**src/rtl/vga_pixel_streamer_if.sv**
```systemverilog
// Pixel stream handshake between an upstream source and vga_pixel_streamer.
//   s_pixel : RGB444 pixel
//   s_sof   : first pixel (address 0) of a frame
//   s_valid : source has a pixel
//   s_ready : streamer can accept a pixel
interface vga_pixel_streamer_if;
  logic [11:0] s_pixel;
  logic        s_sof;
  logic        s_valid;
  logic        s_ready;

  modport master (output s_pixel, output s_sof, output s_valid, input s_ready);
  modport slave  (input s_pixel, input s_sof, input s_valid, output s_ready);
endinterface

```
**src/rtl/vga_pixel_streamer.sv**
```systemverilog
// Feeds the VGA output stage: buffers an RGB444 stream in a FIFO, generates the
// pixel timing at the pixel-tick rate, locks to the stream's start-of-frame
// marker and pops one pixel per visible slot.
// Ports:
//   clk, rst_n   : clock, synchronous active-low reset
//   s            : pixel stream (slave side; s_ready = FIFO not full)
//   address_out  : linear address of the pixel on data_out
//   data_out     : pixel colour (BLANK_COLOR when no real pixel)
//   pix_valid    : data_out carries a FIFO pixel
//   frame_start  : 1-clk pulse with the h=0,v=0 tick output
//   underflow    : 1-clk pulse, visible slot with empty FIFO while streaming
module vga_pixel_streamer #(
  parameter int unsigned CLK_DIV     = 4,
  parameter int unsigned DEPTH       = 16,
  parameter int unsigned H_TOTAL     = 800,
  parameter int unsigned V_TOTAL     = 525,
  parameter int unsigned H_VIS_START = 144,
  parameter int unsigned V_VIS_START = 35,
  parameter int unsigned H_VIS       = 640,
  parameter int unsigned V_VIS       = 480,
  parameter logic [11:0] BLANK_COLOR = 12'h000
) (
  input  logic                   clk,
  input  logic                   rst_n,
  vga_pixel_streamer_if.slave    s,
  output logic [18:0]            address_out,
  output logic [11:0]            data_out,
  output logic                   pix_valid,
  output logic                   frame_start,
  output logic                   underflow
);

  localparam int unsigned DIV_W  = $clog2(CLK_DIV + 1);
  localparam int unsigned H_W    = $clog2(H_TOTAL + 1);
  localparam int unsigned V_W    = $clog2(V_TOTAL + 1);
  localparam int unsigned ADDR_W = 19;
  localparam int unsigned PTR_W  = $clog2(DEPTH);
  localparam int unsigned CNT_W  = PTR_W + 1;

  typedef struct packed {
    logic        sof;
    logic [11:0] pixel;
  } entry_t;

  typedef enum logic {ALIGN = 1'b0, STREAM = 1'b1} state_t;

  logic [DIV_W-1:0]  div;
  logic [H_W-1:0]    h;
  logic [V_W-1:0]    v;
  logic [ADDR_W-1:0] addr;
  logic              tick_c, vis_c, fs_c;

  entry_t            mem [DEPTH];
  logic [PTR_W-1:0]  wr_ptr, rd_ptr;
  logic [CNT_W-1:0]  count, count_nxt;
  logic              ready_q;
  logic              push_c, pop_c, empty_c;
  entry_t            head;

  state_t            state, state_nxt;
  logic [11:0]       out_pix_c;
  logic              out_valid_c, uflow_c;

  assign tick_c  = (div == DIV_W'(CLK_DIV - 1));
  assign vis_c   = tick_c
                && (h >= H_W'(H_VIS_START)) && (h < H_W'(H_VIS_START + H_VIS))
                && (v >= V_W'(V_VIS_START)) && (v < V_W'(V_VIS_START + V_VIS));
  assign fs_c    = tick_c && (h == '0) && (v == '0);

  assign push_c  = s.s_valid && ready_q;
  assign empty_c = (count == '0);
  assign head    = mem[rd_ptr];
  assign s.s_ready = ready_q;

  // Tick divider, raster counters and linear address counter
  always_ff @(posedge clk) begin
    if (!rst_n) begin
      div  <= '0;
      h    <= '0;
      v    <= '0;
      addr <= '0;
    end else begin
      div <= tick_c ? '0 : div + DIV_W'(1);
      if (tick_c) begin
        if (h == H_W'(H_TOTAL - 1)) begin
          h <= '0;
          v <= (v == V_W'(V_TOTAL - 1)) ? '0 : v + V_W'(1);
        end else begin
          h <= h + H_W'(1);
        end
        // Counter may sit one past the last pixel during blanking; address_out
        // only samples it on visible slots.
        if (fs_c)       addr <= '0;
        else if (vis_c) addr <= addr + ADDR_W'(1);
      end
    end
  end

  // FIFO storage
  always_ff @(posedge clk) begin
    if (push_c) mem[wr_ptr] <= '{sof: s.s_sof, pixel: s.s_pixel};
  end

  always_comb begin
    count_nxt = count;
    if (push_c && !pop_c)      count_nxt = count + CNT_W'(1);
    else if (!push_c && pop_c) count_nxt = count - CNT_W'(1);
  end

  // FIFO pointers, occupancy and registered ready
  always_ff @(posedge clk) begin
    if (!rst_n) begin
      wr_ptr  <= '0;
      rd_ptr  <= '0;
      count   <= '0;
      ready_q <= 1'b1;
    end else begin
      if (push_c) wr_ptr <= wr_ptr + PTR_W'(1);
      if (pop_c)  rd_ptr <= rd_ptr + PTR_W'(1);
      count   <= count_nxt;
      ready_q <= (count_nxt != CNT_W'(DEPTH));
    end
  end

  // Lock state register
  always_ff @(posedge clk) begin
    if (!rst_n) state <= ALIGN;
    else        state <= state_nxt;
  end

  // Lock/stream decisions: pop, next state and the value for the next output
  always_comb begin
    state_nxt   = state;
    pop_c       = 1'b0;
    out_pix_c   = BLANK_COLOR;
    out_valid_c = 1'b0;
    uflow_c     = 1'b0;
    case (state)
      ALIGN: begin
        if (!empty_c) begin
          if (!head.sof) begin
            pop_c = 1'b1;
          end else if (vis_c && (addr == '0)) begin
            pop_c       = 1'b1;
            out_pix_c   = head.pixel;
            out_valid_c = 1'b1;
            state_nxt   = STREAM;
          end
        end
      end
      STREAM: begin
        if (vis_c) begin
          if (empty_c) begin
            uflow_c   = 1'b1;
            state_nxt = ALIGN;
          end else if (head.sof != (addr == '0)) begin
            // Marker and raster disagree: keep the entry for ALIGN to sort out
            state_nxt = ALIGN;
          end else begin
            pop_c       = 1'b1;
            out_pix_c   = head.pixel;
            out_valid_c = 1'b1;
          end
        end
      end
      default: state_nxt = ALIGN;
    endcase
  end

  // Registered video outputs, updated on ticks and held between them
  always_ff @(posedge clk) begin
    if (!rst_n) begin
      address_out <= '0;
      data_out    <= BLANK_COLOR;
      pix_valid   <= 1'b0;
      frame_start <= 1'b0;
      underflow   <= 1'b0;
    end else begin
      frame_start <= fs_c;
      underflow   <= uflow_c;
      if (tick_c) begin
        data_out  <= out_pix_c;
        pix_valid <= out_valid_c;
        if (vis_c) address_out <= addr;
      end
    end
  end

endmodule

```
**src/flat_wrapper.sv**
```systemverilog
// flat-port wrapper written by rule: the top's interface ports become plain ports
module vga_pixel_streamer_flat 
#(
  parameter int unsigned CLK_DIV     = 4,
  parameter int unsigned DEPTH       = 16,
  parameter int unsigned H_TOTAL     = 800,
  parameter int unsigned V_TOTAL     = 525,
  parameter int unsigned H_VIS_START = 144,
  parameter int unsigned V_VIS_START = 35,
  parameter int unsigned H_VIS       = 640,
  parameter int unsigned V_VIS       = 480,
  parameter logic [11:0] BLANK_COLOR = 12'h000
)
  (clk, rst_n, address_out, data_out, pix_valid, frame_start, underflow, s_s_pixel, s_s_sof, s_s_valid, s_s_ready);
  vga_pixel_streamer_if s_i ();
  input  logic clk;
  input  logic rst_n;
  output logic [18:0] address_out;
  output logic [11:0] data_out;
  output logic pix_valid;
  output logic frame_start;
  output logic underflow;
  input wire logic [$bits(s_i.s_pixel)-1:0] s_s_pixel;
  input wire logic [$bits(s_i.s_sof)-1:0] s_s_sof;
  input wire logic [$bits(s_i.s_valid)-1:0] s_s_valid;
  output wire logic [$bits(s_i.s_ready)-1:0] s_s_ready;
  assign s_i.s_pixel = s_s_pixel;
  assign s_i.s_sof = s_s_sof;
  assign s_i.s_valid = s_s_valid;
  assign s_s_ready = s_i.s_ready;
  vga_pixel_streamer #(.CLK_DIV(CLK_DIV), .DEPTH(DEPTH), .H_TOTAL(H_TOTAL), .V_TOTAL(V_TOTAL), .H_VIS_START(H_VIS_START), .V_VIS_START(V_VIS_START), .H_VIS(H_VIS), .V_VIS(V_VIS), .BLANK_COLOR(BLANK_COLOR)) u_core (.clk(clk), .rst_n(rst_n), .s(s_i), .address_out(address_out), .data_out(data_out), .pix_valid(pix_valid), .frame_start(frame_start), .underflow(underflow));
endmodule
```
**config.mk**
```make
export PLATFORM = sky130hd
export DESIGN_NAME = vga_pixel_streamer_flat
export DESIGN_NICKNAME = d
export VERILOG_FILES = /design/src/rtl/vga_pixel_streamer_if.sv /design/src/rtl/vga_pixel_streamer.sv /design/src/flat_wrapper.sv
export SDC_FILE = /design/constraint.sdc
export NUM_CORES = 1
export LEC_CHECK = 0
export CAP_MARGIN = 20
export CORE_ASPECT_RATIO = 1.25
export CORE_UTILIZATION = 50
export CTS_CLUSTER_DIAMETER = 60
export DETAILED_ROUTE_END_ITERATION = 8
export PLACE_DENSITY = 0.77
export SYNTH_ARGS = -nofsm -noshare
export SYNTH_HDL_FRONTEND = slang
export SYNTH_SLANG_ARGS = --single-unit
```
**constraint.sdc**
```tcl
create_clock -name clk -period 3.9 [get_ports clk]
set_input_delay 0.585 -clock clk [delete_from_list [all_inputs] [get_ports clk]]
set_output_delay 0.585 -clock clk [all_outputs]
set_load 0.02 [all_outputs]
```
# Word level (Yosys, flattened, before mapping)
# Memories as Yosys holds them, arrays and structs flattened. A register that Yosys moved wholly into a read port is not among the register bits.
# Cells that the tools add are included.
[totals]
inputBits = 16
mem_count = 1
output_inout_bits = 35
register_bits = 91
word_cells = 86
mem_bits_rw = 208
[mem_list]
columns = ["memory", "words", "word_bits", "read_ports", "rd_ports_with_merged_regs", "write_ports", "line", "text"]
rows = [
  ["u_core.mem", 16, 13, 1, 1, 1, "vga_pixel_streamer.sv:53", "entry_t mem [DEPTH];"],
]
[op_classes]
addsub = 8
n_reduce_logical = 22
bitwise_logic = 2
order_cmp = 4
n_eq_ne = 5
muxes = 30
[op_table]
columns = ["cell", "n"]
rows = [
  ["$mux 12", 6],
  ["$mux 19", 2],
  ["$pmux 12 s2", 1],
  ["$add 10x1->10 const B", 2],
  ["$eq 10x10->1 const B", 2],
  ["$logic_not 10->1", 2],
  ["$lt 10x10->1 const B", 2],
  ["$mux 10", 2],
  ["$add 19x1->19 const B", 1],
  ["$logic_not 19->1", 1],
  ["$mux 1", 12],
  ["$ge 10x6->1 const B", 1],
  ["$ge 10x8->1 const B", 1],
  ["$logic_and 1x1->1", 10],
  ["$mux 5", 2],
  ["$add 4x1->4 const B", 2],
  ["$mux 4", 2],
  ["$pmux 1 s2", 3],
  ["$reduce_and 2->1", 3],
  ["$add 5x1->5 const B", 1],
  ["$logic_not 5->1", 1],
  ["$ne 5x5->1 const B", 1],
  ["$sub 5x1->5 const B", 1],
  ["$add 3x1->3 const B", 1],
  ["7 further kinds", 9],
]

# Depth between registers and ports, before layout
# Gate-level depths: netlist of the first run.
[logic_depth]
depth_word = 14
ltp_mapped = 11
ltp_nobuf = 10

# Worst setup path before layout of the first run
# No wires, ideal clock.
[synth_timing]
path_type = "register -> register"
from = "reg (tool-made name)"
to = "reg u_core.ready_q (netlist: u_core.s.s_ready)"
period_less_slack_ns = 2.895
setup_time_ns = 0.134
n_path_buf = 2
slack_ns = 1.005
t_required_ns = 3.766
stages_incl_launch_ff = 11
arrival_time_ns = 2.761
path_cell_list = "dfxtp_1 buf_2 mux4_2 mux2i_1 mux2i_2 or4_1 nand3_1 buf_6 mux2i_1 xor2_1 or4b_1"
[synth_lines]
columns = ["element", "line", "text"]
rows = [
  ["to (signal assigned)", "vga_pixel_streamer.sv:121", "ready_q <= (count_nxt != CNT_W'(DEPTH));"],
  ["to (decl)", "vga_pixel_streamer.sv:56", "logic ready_q;"],
]

==> impl_summary.md, run 1 <==
Outcome
The run finished with clean final reports.

Layout
0 antenna diodes ended up in the layout. Cells fill approximately three fifths of the core in the end. The fill cell instance count of the final layout is ~1,700.

The number of standard cells in the layout, taps in and fillers out is 1,167. The fraction of layout instances using a drive strength above 1 is ~17%. The signed area change from the synthesized netlist to the final layout is 15.7%. The number of nets at the end of the flow is ~890.

Synthesis
For this run, the number of Yosys warnings is 0. The gate count of the mapped netlist is 780. The share of the Yosys chip area taken by registers is 68.0%. The area fraction of the dominant cell type after synthesis is a little over half.

By count the netlist is led by 208 x sky130_fd_sc_hd__edfxtp_1, 101 x sky130_fd_sc_hd__nor2_1, 95 x sky130_fd_sc_hd__dfxtp_1. The flip-flop and latch count after synthesis is roughly 300. The synthesized design spends more area on one cell type than any other, namely sky130_fd_sc_hd__edfxtp_1. Yosys instantiated no cell more often than sky130_fd_sc_hd__edfxtp_1.

The average instance in the mapped netlist occupies 15.4 um^2. By area the synthesized netlist is led by sky130_fd_sc_hd__edfxtp_1 52%, sky130_fd_sc_hd__dfxtp_1 16%, sky130_fd_sc_hd__mux4_2 12%. Counting flops with a built-in enable in the synthesized netlist gives about 210.

The area of the mapped netlist is about 12,000 um^2. Synthesis produced a netlist with a net count of 811. The post-synthesis cell type count is 45. The share of synthesized registers carrying an async set or reset is 0%.

For this run, the leading register cell type out of synthesis is sky130_fd_sc_hd__edfxtp_1.

STA
The final critical path takes up 83.9% of the cycle. The setup slack of the critical path after layout is 0.628 ns. The final hold violation count came to 0. The worst setup skew after layout is 0.0103 ns. Measured against its own limit, the worst slew margin works out to just over 40%. Setup repair after global routing left no endpoint under its margin. For the pin with the worst max-slew slack, the measured transition is slightly below 0.9 ns. The count of final max-slew check failures is 0. The final critical delay including setup and external delays is ~3.3 ns. The fmax is between 300 and 400 MHz.

Setup violations remaining at the end of the flow were counted as 0. The aggregate negative setup slack is 0 ns.

Pwr
In this run the power density over the cells is roughly 520 nW/um^2. In this run the static leakage power is ~4.8 nW. The maximum ir drop on the vdd rail is between 0.3 and 0.4 mV.

Critical path
For the worst setup path, the data required time is approximately 4.3 ns. The critical path's largest stage delay is approximately 0.6 ns. The signal on the critical path passes through mux4_2 > mux2i_1 > mux2i_2 > or4_1 > nand3_1 > mux2i_1 > xor2_1 > or4b_1. Of all nets on the critical path, the largest fanout is 17. Among the stages of the critical path, the cell type that occurs most often is sky130_fd_sc_hd__mux2i_1. Data arrives at the worst endpoint at around 3.7 ns. The setup path with the least slack is of type register to register.

The slowest stage of the critical path belongs to the cell sky130_fd_sc_hd__dfxtp_2. The dominant delay contributor by cell family on the critical path is simple AND/OR/NAND/NOR gates. The kind of launch point of the worst setup path is a register. Counting both buffers and inverters, the worst setup path holds a total of 0. The kind of end point of the critical path is a register.

CTS
The clock drives 303 sinks. In this run the number of H-tree levels came out at 1. The number of gates resized after CTS was 0. The CTS tree is built. The total CTS buffers is 29. The source-to-sink clock delay at the later pin of the worst-skew pair is 0.54 ns. The tree is rooted in a sky130_fd_sc_hd__clkbuf_16. The count of hold-fix buffers inserted at cts is 0. The buffer levels on the longest clock path is 3.

The buffers inserted during post-CTS setup optimization is 0. The clock input transition at the sequential cells of the worst setup and hold paths is ~0.06 ns.

Placed design
The final estimated routing congestion in global placement is slightly above 0.8. The worst slack at placement is 0.621 ns. The number of placed instances, taps included is between 1,000 and 1,500. The half-perimeter wire length of the detailed placement result is 13.9 mm. Port buffering added 50 buffers.

Detailed routing
In the routed design, unresolved DRC markers number 0. The met2 wire length is around 12 mm. The detailed router finished its first iteration with approximately 380 violations.

Wire segments on met3 add up to around 1.4 mm in the final route. The wire length after detailed routing is between 20 and 25 mm. For this block, the via count after detailed routing is roughly 6,500. The remaining antenna violation count after routing is 0. The average wire length per cell after detail routing is just under 20 um. Routed signal wires occupy layers up through met4.

The routed metal-1 wirelength is approximately 9.1 mm. The first-pass iteration count of the detailed router is 4. After detailed routing, the number of vias per cell comes to about 5.6.

Die
The floorplan step defined a die boundary enclosing 24,600 um^2. The die is ~140 um wide. The area of the core region is about 23,000 um^2. 51 I/O pins were placed. The chip height is approximately 180 um.

Row generation in the floorplan step produced 62 rows. The effective utilization at floorplan is ~51%.

Global route
The global-route congestion overflow total is 0. The combined global-route utilization of all metal layers is between 10% and 20%. The number of antenna violations at the first check in global routing was 0. The number of global-route vias before repair was about 6,700.

Entering global routing, the biggest net connects 45 pins. The global-route wire length before repair is 36.7 mm.

Job
The number of max-capacitance violations reported is 0.

Worst hold path
The worst hold-check path type is register to register.
==> cell usage in the layout (no fill, tap or decap), types with 4 or more instances in the layout <==
cell type	instances
sky130_fd_sc_hd__nand4_1	12
sky130_fd_sc_hd__nand2b_1	4
sky130_fd_sc_hd__nand2_1	52
sky130_fd_sc_hd__edfxtp_1	208
sky130_fd_sc_hd__xnor2_1	12
sky130_fd_sc_hd__inv_1	25
sky130_fd_sc_hd__mux4_2	64
sky130_fd_sc_hd__and2_1	8
sky130_fd_sc_hd__and3_1	5
sky130_fd_sc_hd__xor2_1	29
sky130_fd_sc_hd__mux2i_1	27
sky130_fd_sc_hd__o21ai_0	16
sky130_fd_sc_hd__clkbuf_8	6
sky130_fd_sc_hd__clkbuf_1	7
sky130_fd_sc_hd__nor2_1	101
sky130_fd_sc_hd__clkbuf_16	29
sky130_fd_sc_hd__ha_1	15
sky130_fd_sc_hd__nand3_1	15
sky130_fd_sc_hd__nor3_1	5
sky130_fd_sc_hd__clkinv_2	5
sky130_fd_sc_hd__nor4_1	5
sky130_fd_sc_hd__clkinv_1	4
sky130_fd_sc_hd__buf_4	30
sky130_fd_sc_hd__or3_1	7
sky130_fd_sc_hd__clkdlybuf4s50_1	50
sky130_fd_sc_hd__dfxtp_1	93
sky130_fd_sc_hd__or4_1	5
sky130_fd_sc_hd__nor3_2	4
sky130_fd_sc_hd__a21oi_1	9
==> metal layers <==
| layer | track usage (%) | vias up |
|---|---|---|
| met4 | 6.64 | 0 |
| li1 | - | 3063 |
| met3 | 3.45 | 48 |
| met2 | 35.4 | 177 |
| met5 | 0 | - |
| met1 | 24.1 | 3224 |
==> cell type report <==
type,instances,area [um^2],share of cell area [%]
Clock buffer,42,835,6.02
Clock inverter,11,77.6,0.560
Inverter,25,93.8,0.677
Multi-Input combinational cell,418,3620,26.1
Sequential cell,303,8150,58.8
Tap cell,288,360,2.60
Timing Repair Buffer,80,726,5.23
==> sequential cells by signal, indices dropped and copies added, names as in the netlist, 5 cells and up, named ones only <==
register	flops
u_core.addr	19
u_core.address_out	19
u_core.count	5
u_core.data_out	12
u_core.h	10
u_core.mem	208
u_core.v	10
==> path summary, 6_finish.rpt <==
path	startpoint	to	slack, ns	depth (start not counted)
setup / recovery	register	u_core.s.s_ready	0.63	8
hold reg to reg	u_core.div[0]	u_core.div[0]	0.42	1
hold / removal	u_core.div[0]	u_core.div[0]	0.42	1
setup reg to reg	register	u_core.s.s_ready	0.63	8
==> where the power goes <==
part,total (W),switching (W),internal [W]
clock,0.00266,0.00112,0.00154
sequential,0.00358,0.0000756,0.00350
combinational,0.00104,0.000488,0.000550
total,0.00727,0.00168,0.00559
==> per-stage QoR <==
step / power, W / hold WS, ns / area (um^2)
detailed placement: 0.00470 / 0.419 / 13000
CTS: 0.00734 / 0.428 / 13900
finish: 0.00727 / 0.421 / 13900
floorplan: 0.00448 / 0.398 / 12000
global placement: 0.00468 / 0.406 / 13000
global route: 0.00758 / 0.449 / 13900
==> kinds of logic after synthesis <==
logic type / count (synthesis) / share of synthesized area (%)
flops: 303 / 68.0
simple gates: 230 / 8.82
mux: 92 / 14.4
buf+inv: 59 / 1.93
xor+xnor: 41 / 3.00
compound gates: 38 / 2.10
fa+ha+maj: 17 / 1.73
No activity file was read; power rests on OpenSTA's default activity.
==> run 2, diff against run 1 <==
==> constraint.sdc (replaced) <==
create_clock -name clk -period 3.2 [get_ports clk]
set_input_delay 0.48 -clock clk [delete_from_list [all_inputs] [get_ports clk]]
set_output_delay 0.48 -clock clk [all_outputs]
set_load 0.02 [all_outputs]
==> run 2 against run 1 <==
Flip-flop and latch count did not move. Clock-buffer cell count down 3. Hold slack gained 0.0022 ns. Clock power is 29% higher. Non-clock buffer count increased by 6. Critical path type unchanged. Die area did not move.
==> impl_summary.md, run 2 (same netlist as run 1, synthesis figures left out) <==
STA
The final clock period utilization by the worst path was 92.4% (was 83.9%). The aggregate negative setup slack was 0 ns (unchanged). The worst relative slew slack is 41.1% (was 40.7%). The worst setup skew after layout is 0.0150 ns (was 0.0103 ns). The final-report setup violation count is 0 (unchanged). Setup repair after global routing missed its margin: no (unchanged). The fmax came to 338 MHz (was 306 MHz). The setup slack of the critical path after layout is 0.244 ns (was 0.628 ns).

The actual slew at the worst max-slew pin is 0.884 ns (was 0.890 ns). The final hold slack was 0.423 ns (was 0.421 ns). The final critical delay including setup and external delays is 2.96 ns (was 3.27 ns). The count of final max-slew check failures is 0 (unchanged). The final hold violation count is 0 (unchanged).

Die
The horizontal die dimension was 140 um (unchanged). The placement row count is 62 (unchanged). The effective utilization at floorplan came to 51.5% (unchanged).

The chip height is 175 um (unchanged). The area of the core region came to 23,300 um^2 (unchanged). The die area was 24,600 um^2 (unchanged).

The count of boundary I/O pins is 51 (unchanged).

Layout
Regs by FF count: u_core.mem x208, u_core.addr x19, u_core.address_out x19 (unchanged). The number of nets at the end of the flow is 895 (was 888). The most frequent standard cell in the layout excluding fill and tap cells is sky130_fd_sc_hd__edfxtp_1 (unchanged). The number of standard cells in the layout, taps in and fillers out was 1,178 (was 1,167). The register with the most flip-flops is u_core.mem (unchanged). The fraction of layout instances using a drive strength above 1 is 17.7% (was 16.6%). The fill cell instance count of the final layout was 1,720 (was 1,732).

The flip-flop count of the largest register after layout is 208 (unchanged). The signed area change from the synthesized netlist to the final layout is 17.2% (was 15.7%). Commonest non-fill, non-tap cells in the layout: 208 x sky130_fd_sc_hd__edfxtp_1, 101 x sky130_fd_sc_hd__nor2_1, 93 x sky130_fd_sc_hd__dfxtp_1 (unchanged).

CTS
The source-to-sink clock delay at the later pin of the worst-skew pair came to 0.55 ns (was 0.54 ns). The total CTS buffers is 30 (was 29). The CTS tree was built (unchanged).

The CTS sink count was 303 (unchanged). The buffer levels on the longest clock path is 3 (unchanged). The buffers inserted during post-CTS setup optimization is 0 (unchanged). The clock root buffer was sky130_fd_sc_hd__clkbuf_16 (unchanged). The number of levels in the clock H-tree came to 1 (unchanged). The clock input transition at the sequential cells of the worst setup and hold paths is 0.07 ns (was 0.06 ns).

The count of hold-fix buffers inserted at cts was 0 (unchanged). The number of gates given a new drive strength after cts is 0 (unchanged).

Detailed routing
The remaining antenna violation count after routing came to 0 (unchanged). The per-cell via count in the routed design is 5.79 (was 5.58). The wire length after detailed routing is 24.3 mm (was 23.1 mm). The first-pass iteration count of the detailed router was 5 (was 4).

The number of violations reported at the end of detailed-routing iteration 0 is 484 (was 378). The average wire length per cell after detail routing came to 20.6 um (was 19.8 um). The post-route DRC violation count is 0 (unchanged). The number of vias in the routed layout is 6,822 (was 6,512).

Critical path
The maximum fanout encountered on the critical timing path was 24 (was 17). The endpoint required time on the critical path is 3.62 ns (was 4.31 ns). The kind of end point of the critical path is a register (unchanged). The data arrival at the endpoint of the critical path was 3.37 ns (was 3.68 ns). The critical path class is register to register (unchanged). The kind of launch point of the worst setup path is a register (unchanged).

Placed design
The number of placed instances, taps included came to 1,120 (was 1,114). The number of buffer cells added on primary ports is 50 (unchanged). The final estimated routing congestion in global placement is 0.799 (was 0.805). The half-perimeter wire length of the detailed placement result was 14.5 mm (was 13.9 mm). The worst slack at placement is 0.145 ns (was 0.621 ns).

Global route
The global-route wire length before repair is 38.6 mm (was 36.7 mm). The number of global-route vias before repair is 6,918 (was 6,684). The maximum number of pins on one net before global-route repair is 49 (was 45).

The global-route congestion overflow total was 0 (unchanged). The number of antenna violations at the first check in global routing was 1 (was 0). The combined global-route utilization of all metal layers is 20.8% (was 19.8%).

Pwr
The total design power is 0.00909 W (was 0.00727 W). The maximum ir drop on the vdd rail is 0.566 mV (was 0.384 mV). The power density normalized to cell area is 648 nW/um^2 (was 525 nW/um^2). The leakage power of the design is 4.87 nW (was 4.79 nW).

Outcome
Status: finished clean (unchanged).

Worst hold path
The worst hold-check path type is register to register (unchanged).

Job
The number of max-capacitance violations reported was 0 (unchanged).
-- run 2: layer usage --
| metal | global-route usage (%) | routed length (um) |
|---|---|---|
| met1 | 26.3 | 9630 |
| met2 | 36.2 | 12600 |
| met3 | 3.10 | 1260 |
| met4 | 8.20 | 837 |
| met5 | 0 | 0 |
-- run 2: layout make-up --
| cell class | instances | area (um^2) | share of cell area, % |
|---|---|---|---|
| antenna | 2 | 5.00 | 0.0357 |
| clock buffer | 39 | 826 | 5.88 |
| clock inverter | 17 | 154 | 1.10 |
| inverter | 25 | 93.8 | 0.669 |
| multi-input combinational | 418 | 3620 | 25.8 |
| sequential | 303 | 8150 | 58.1 |
| tap | 288 | 360 | 2.57 |
| timing repair buffer | 86 | 821 | 5.85 |
-- run 2: worst paths after layout --
path / slack (ns) / startpoint / depth (start not counted) / end
worst min register to register: 0.42 / u_core.div[0] / 1 / u_core.div[0]
worst max-delay path: 0.24 / u_core.v[0] / 9 / u_core.s.s_ready
worst min-delay path: 0.42 / u_core.div[0] / 1 / u_core.div[0]
worst max register to register: 0.24 / u_core.v[0] / 9 / u_core.s.s_ready
-- run 2: through the flow --
step                      area, um^2  util, %
after floorplan                12000        -
after global placement         13000     56.1
after detailed placement       13000     56.1
after CTS                      14000     60.3
after global routing           14000     60.3
final                          14000     60.3
-- run 2: power breakdown --
group	total, W	internal (W)	leakage [nW]	switching [W]
registers	0.00435	0.00427	2.65	0.0000787
clock network	0.00343	0.00199	0.477	0.00144
logic	0.00132	0.000694	1.74	0.000625
-- run 2: critical path, cell delays in order, from the launching register on --
cell and delay, ns:
sky130_fd_sc_hd__dfxtp_1 0.33, sky130_fd_sc_hd__ha_1 0.21, sky130_fd_sc_hd__nor4_1 0.27, sky130_fd_sc_hd__o22ai_1 0.22, sky130_fd_sc_hd__o211ai_4 0.23, sky130_fd_sc_hd__buf_4 0.35
sky130_fd_sc_hd__o22ai_1 0.17, sky130_fd_sc_hd__or4_1 0.48, sky130_fd_sc_hd__o211ai_1 0.12, sky130_fd_sc_hd__or4b_1 0.44
==> run 3, diff against run 2 <==
--- a/config.mk
+++ b/config.mk
@@ -10,7 +10,7 @@
 export CORE_UTILIZATION = 50
 export CTS_CLUSTER_DIAMETER = 60
 export DETAILED_ROUTE_END_ITERATION = 8
-export PLACE_DENSITY = 0.77
+export PLACE_DENSITY = 0.66
 export SYNTH_ARGS = -nofsm -noshare
 export SYNTH_HDL_FRONTEND = slang
 export SYNTH_SLANG_ARGS = --single-unit
==> run 3 against run 2 <==
Sequential share of layout area up 0.50 points. Hold slack better by 0.0086 ns. Critical endpoint unchanged. First-iteration DRC count down 16%. Total power down 2.2%. Largest cell class unchanged. Critical path depth down 1. Final area down 0.85%. Clock power down 6.1%. Clock-buffer cell count down 7. Fmax up 0.22%. Routed wire length up 0.78%. Combinational power about the same.
==> impl_summary.md, run 3 (same netlist as run 1, synthesis figures left out) <==
Outcome
Status: finished clean (unchanged).

CTS
The total CTS buffers is 29 (was 30). The CTS tree is built (unchanged). The number of levels in the clock H-tree is 1 (unchanged). The buffer levels on the longest clock path is 3 (unchanged). The count of hold-fix buffers inserted at cts is 0 (unchanged). The source-to-sink clock delay at the later pin of the worst-skew pair came to 0.56 ns (was 0.55 ns).

The clock root buffer is sky130_fd_sc_hd__clkbuf_16 (unchanged). The clock input transition at the sequential cells of the worst setup and hold paths came to 0.06 ns (was 0.07 ns). The CTS sink count was 303 (unchanged).

Critical path
The reg-to-reg critical path startpoint was u_core.h[4] (was u_core.v[0]). The dominant delay contributor by cell family on the critical path is simple AND/OR/NAND/NOR gates (unchanged). The endpoint required time on the critical path came to 3.61 ns (was 3.62 ns). Ordered cell list for the critical path: or4_4 > a22oi_4 > o211ai_4 > or4_1 > nand3_2 > mux2i_1 > xor2_1 > or4b_1 (was ha_1 > nor4_1 > o22ai_1 > o211ai_4 > buf_4 > o22ai_1 > or4_1 > o211ai_1 > or4b_1).

The kind of end point of the critical path is a register (unchanged). The critical path's largest stage delay is 0.57 ns (was 0.48 ns). The kind of launch point of the worst setup path is a register (unchanged).

The capturing point of the worst reg2reg path is u_core.s.s_ready (unchanged). The worst-case reg-to-reg path depth was 8 (was 9). The maximum fanout encountered on the critical timing path is 7 (was 24). The critical path class was register to register (unchanged). The combined buffer and inverter count along the critical path was 0 (was 1). The data arrival at the endpoint of the critical path is 3.36 ns (was 3.37 ns).

The slack of the worst reg-to-reg path is 0.25 ns (was 0.24 ns). The depth of the critical timing path with buffers and inverters included is 8 (was 9). The master of the slowest instance on the critical path is sky130_fd_sc_hd__or4_4 (was sky130_fd_sc_hd__or4_1).

Layout
The number of nets at the end of the flow is 896 (was 895). The post-route cell area was 13,900 um^2 (was 14,000 um^2). The flip-flop count of the largest register after layout is 208 (unchanged). The fraction of layout instances using a drive strength above 1 was 17.3% (was 17.7%). The most frequent standard cell in the layout excluding fill and tap cells is sky130_fd_sc_hd__edfxtp_1 (unchanged). The register with the most flip-flops is u_core.mem (unchanged). The utilization of the core after routing was 59.8% (was 60.3%). Regs by FF count: u_core.mem x208, u_core.addr x19, u_core.address_out x19 (unchanged). The signed area change from the synthesized netlist to the final layout was 16.2% (was 17.2%). Commonest non-fill, non-tap cells in the layout: 208 x sky130_fd_sc_hd__edfxtp_1, 101 x sky130_fd_sc_hd__nor2_1, 93 x sky130_fd_sc_hd__dfxtp_1 (unchanged).

STA
The actual slew at the worst max-slew pin is 0.986 ns (was 0.884 ns). The final-report setup violation count is 0 (unchanged). The fmax is 339 MHz (was 338 MHz). The final hold violation count was 0 (unchanged). The count of final max-slew check failures is 0 (unchanged). The aggregate negative setup slack is 0 ns (unchanged).

The final critical delay including setup and external delays is 2.95 ns (was 2.96 ns). The final hold slack is 0.431 ns (was 0.423 ns). The worst relative slew slack is 34.2% (was 41.1%). The final clock period utilization by the worst path was 92.2% (was 92.4%). The worst setup skew after layout is 0.0306 ns (was 0.0150 ns). Setup repair after global routing missed its margin: no (unchanged).

Detailed routing
The number of vias in the routed layout is 6,705 (was 6,822). The average wire length per cell after detail routing is 20.8 um (was 20.6 um). The post-route DRC violation count was 0 (unchanged). The wire length after detailed routing is 24.5 mm (was 24.3 mm). The remaining antenna violation count after routing is 0 (unchanged).

The first-pass iteration count of the detailed router is 4 (was 5). The per-cell via count in the routed design was 5.70 (was 5.79). The number of violations reported at the end of detailed-routing iteration 0 is 407 (was 484).

Worst hold path
The worst hold endpoint is u_core.div[0] (unchanged). The beginning of the worst hold path is u_core.div[0] (unchanged). The number of cells traversed by the worst hold path was 1 (unchanged). The worst hold-check path type is register to register (unchanged).

Pwr
The power density normalized to cell area was 639 nW/um^2 (was 648 nW/um^2). The maximum ir drop on the vdd rail is 0.464 mV (was 0.566 mV). The sequential cell fraction of total power is 48.8% (was 47.8%). The leakage power of the design is 4.83 nW (was 4.87 nW). The power share of the clock group came to 36.2% (was 37.7%). The net switching power is 0.00212 W (was 0.00215 W).

The switching share of total power is 23.8% (was 23.6%). The share of total power in combinational logic was 15.0% (was 14.5%). The cell-internal power is 0.00677 W (was 0.00695 W).

Placed design
The total placed instance area came to 13,000 um^2 (about the same). The final estimated routing congestion in global placement was 0.784 (was 0.799). The half-perimeter wire length of the detailed placement result is 15.2 mm (was 14.5 mm). The number of buffer cells added on primary ports is 50 (unchanged).

Die
The die area was 24,600 um^2 (unchanged). The placement row count came to 62 (unchanged). The horizontal die dimension is 140 um (unchanged). The area of the core region is 23,300 um^2 (unchanged). The effective utilization at floorplan is 51.5% (unchanged). The chip height is 175 um (unchanged). The count of boundary I/O pins came to 51 (unchanged).

Global route
The global-route wire length before repair is 38.3 mm (was 38.6 mm). The combined global-route utilization of all metal layers is 20.8% (about the same). The maximum number of pins on one net before global-route repair is 49 (unchanged). The global-route congestion overflow total is 0 (unchanged). The number of global-route vias before repair is 6,905 (was 6,918). The number of antenna violations at the first check in global routing was 2 (was 1).

Job
The number of max-capacitance violations reported is 0 (unchanged).
## run 3: cell count changes in the layout (fill, tap and decap cells not counted), sizes merged
cell and change:
clkbuf -7, diode -1, buf +2, clkinv +3, clkinvlp +1, inv +1
## run 3: layout make-up
cell class              instances  area [um^2]
well taps                     288          360
multi-input cells             418         3620
diodes                          1         2.50
clock buffers                  32          737
fillers                      1737         9350
inverters                      25         93.8
clock inverters                22          158
repair buffers                 88          790
flip-flops and latches        303         8150
## run 3: power by group through the flow
stage / clock (W) / combinational [W] / sequential [W]
CTS: 0.00330 / 0.00135 / 0.00434
finish: 0.00322 / 0.00133 / 0.00434
global placement: 0 / 0.00132 / 0.00441
detailed placement: 0 / 0.00135 / 0.00442
floorplan: 0 / 0.00107 / 0.00438
global route: 0.00343 / 0.00146 / 0.00434
## run 3: how the worst max path moves through the flow
stage,startpoint,to,slack [ns]
final,u_core.h[4],u_core.s.s_ready,0.25
after floorplan,register,u_core.s.s_ready,0.30
after CTS,u_core.h[4],u_core.s.s_ready,0.15
after global routing,u_core.v[0],u_core.s.s_ready,0.09
after detailed placement,u_core.h[4],u_core.s.s_ready,0.16
after global placement,u_core.h[4],u_core.s.s_ready,0.21
## run 3: repair_timing
action,CTS,global route
buffers inserted,0,0
endpoints found under the setup margin,0,1
gates resized for setup,0,2
## run 3: stage by stage
| step | cells | total power, W | worst slack [ns] |
|---|---|---|---|
| after floorplan | 780 | 0.00546 | 0.305 |
| after global placement | 1122 | 0.00573 | 0.213 |
| after detailed placement | 1122 | 0.00577 | 0.159 |
| after CTS | 1176 | 0.00898 | 0.145 |
| after global routing | 1176 | 0.00923 | 0.0876 |
| final | 1177 | 0.00889 | 0.250 |
## run 3: metal layers
layer | GRT usage, % | wire [um] | vias up
met3 | 3.07 | 1340 | 58
met1 | 25.9 | 9760 | 3359
li1 | - | - | 3091
met4 | 6.59 | 737 | 0
met2 | 37.1 | 12700 | 197
met5 | 0 | 0 | -
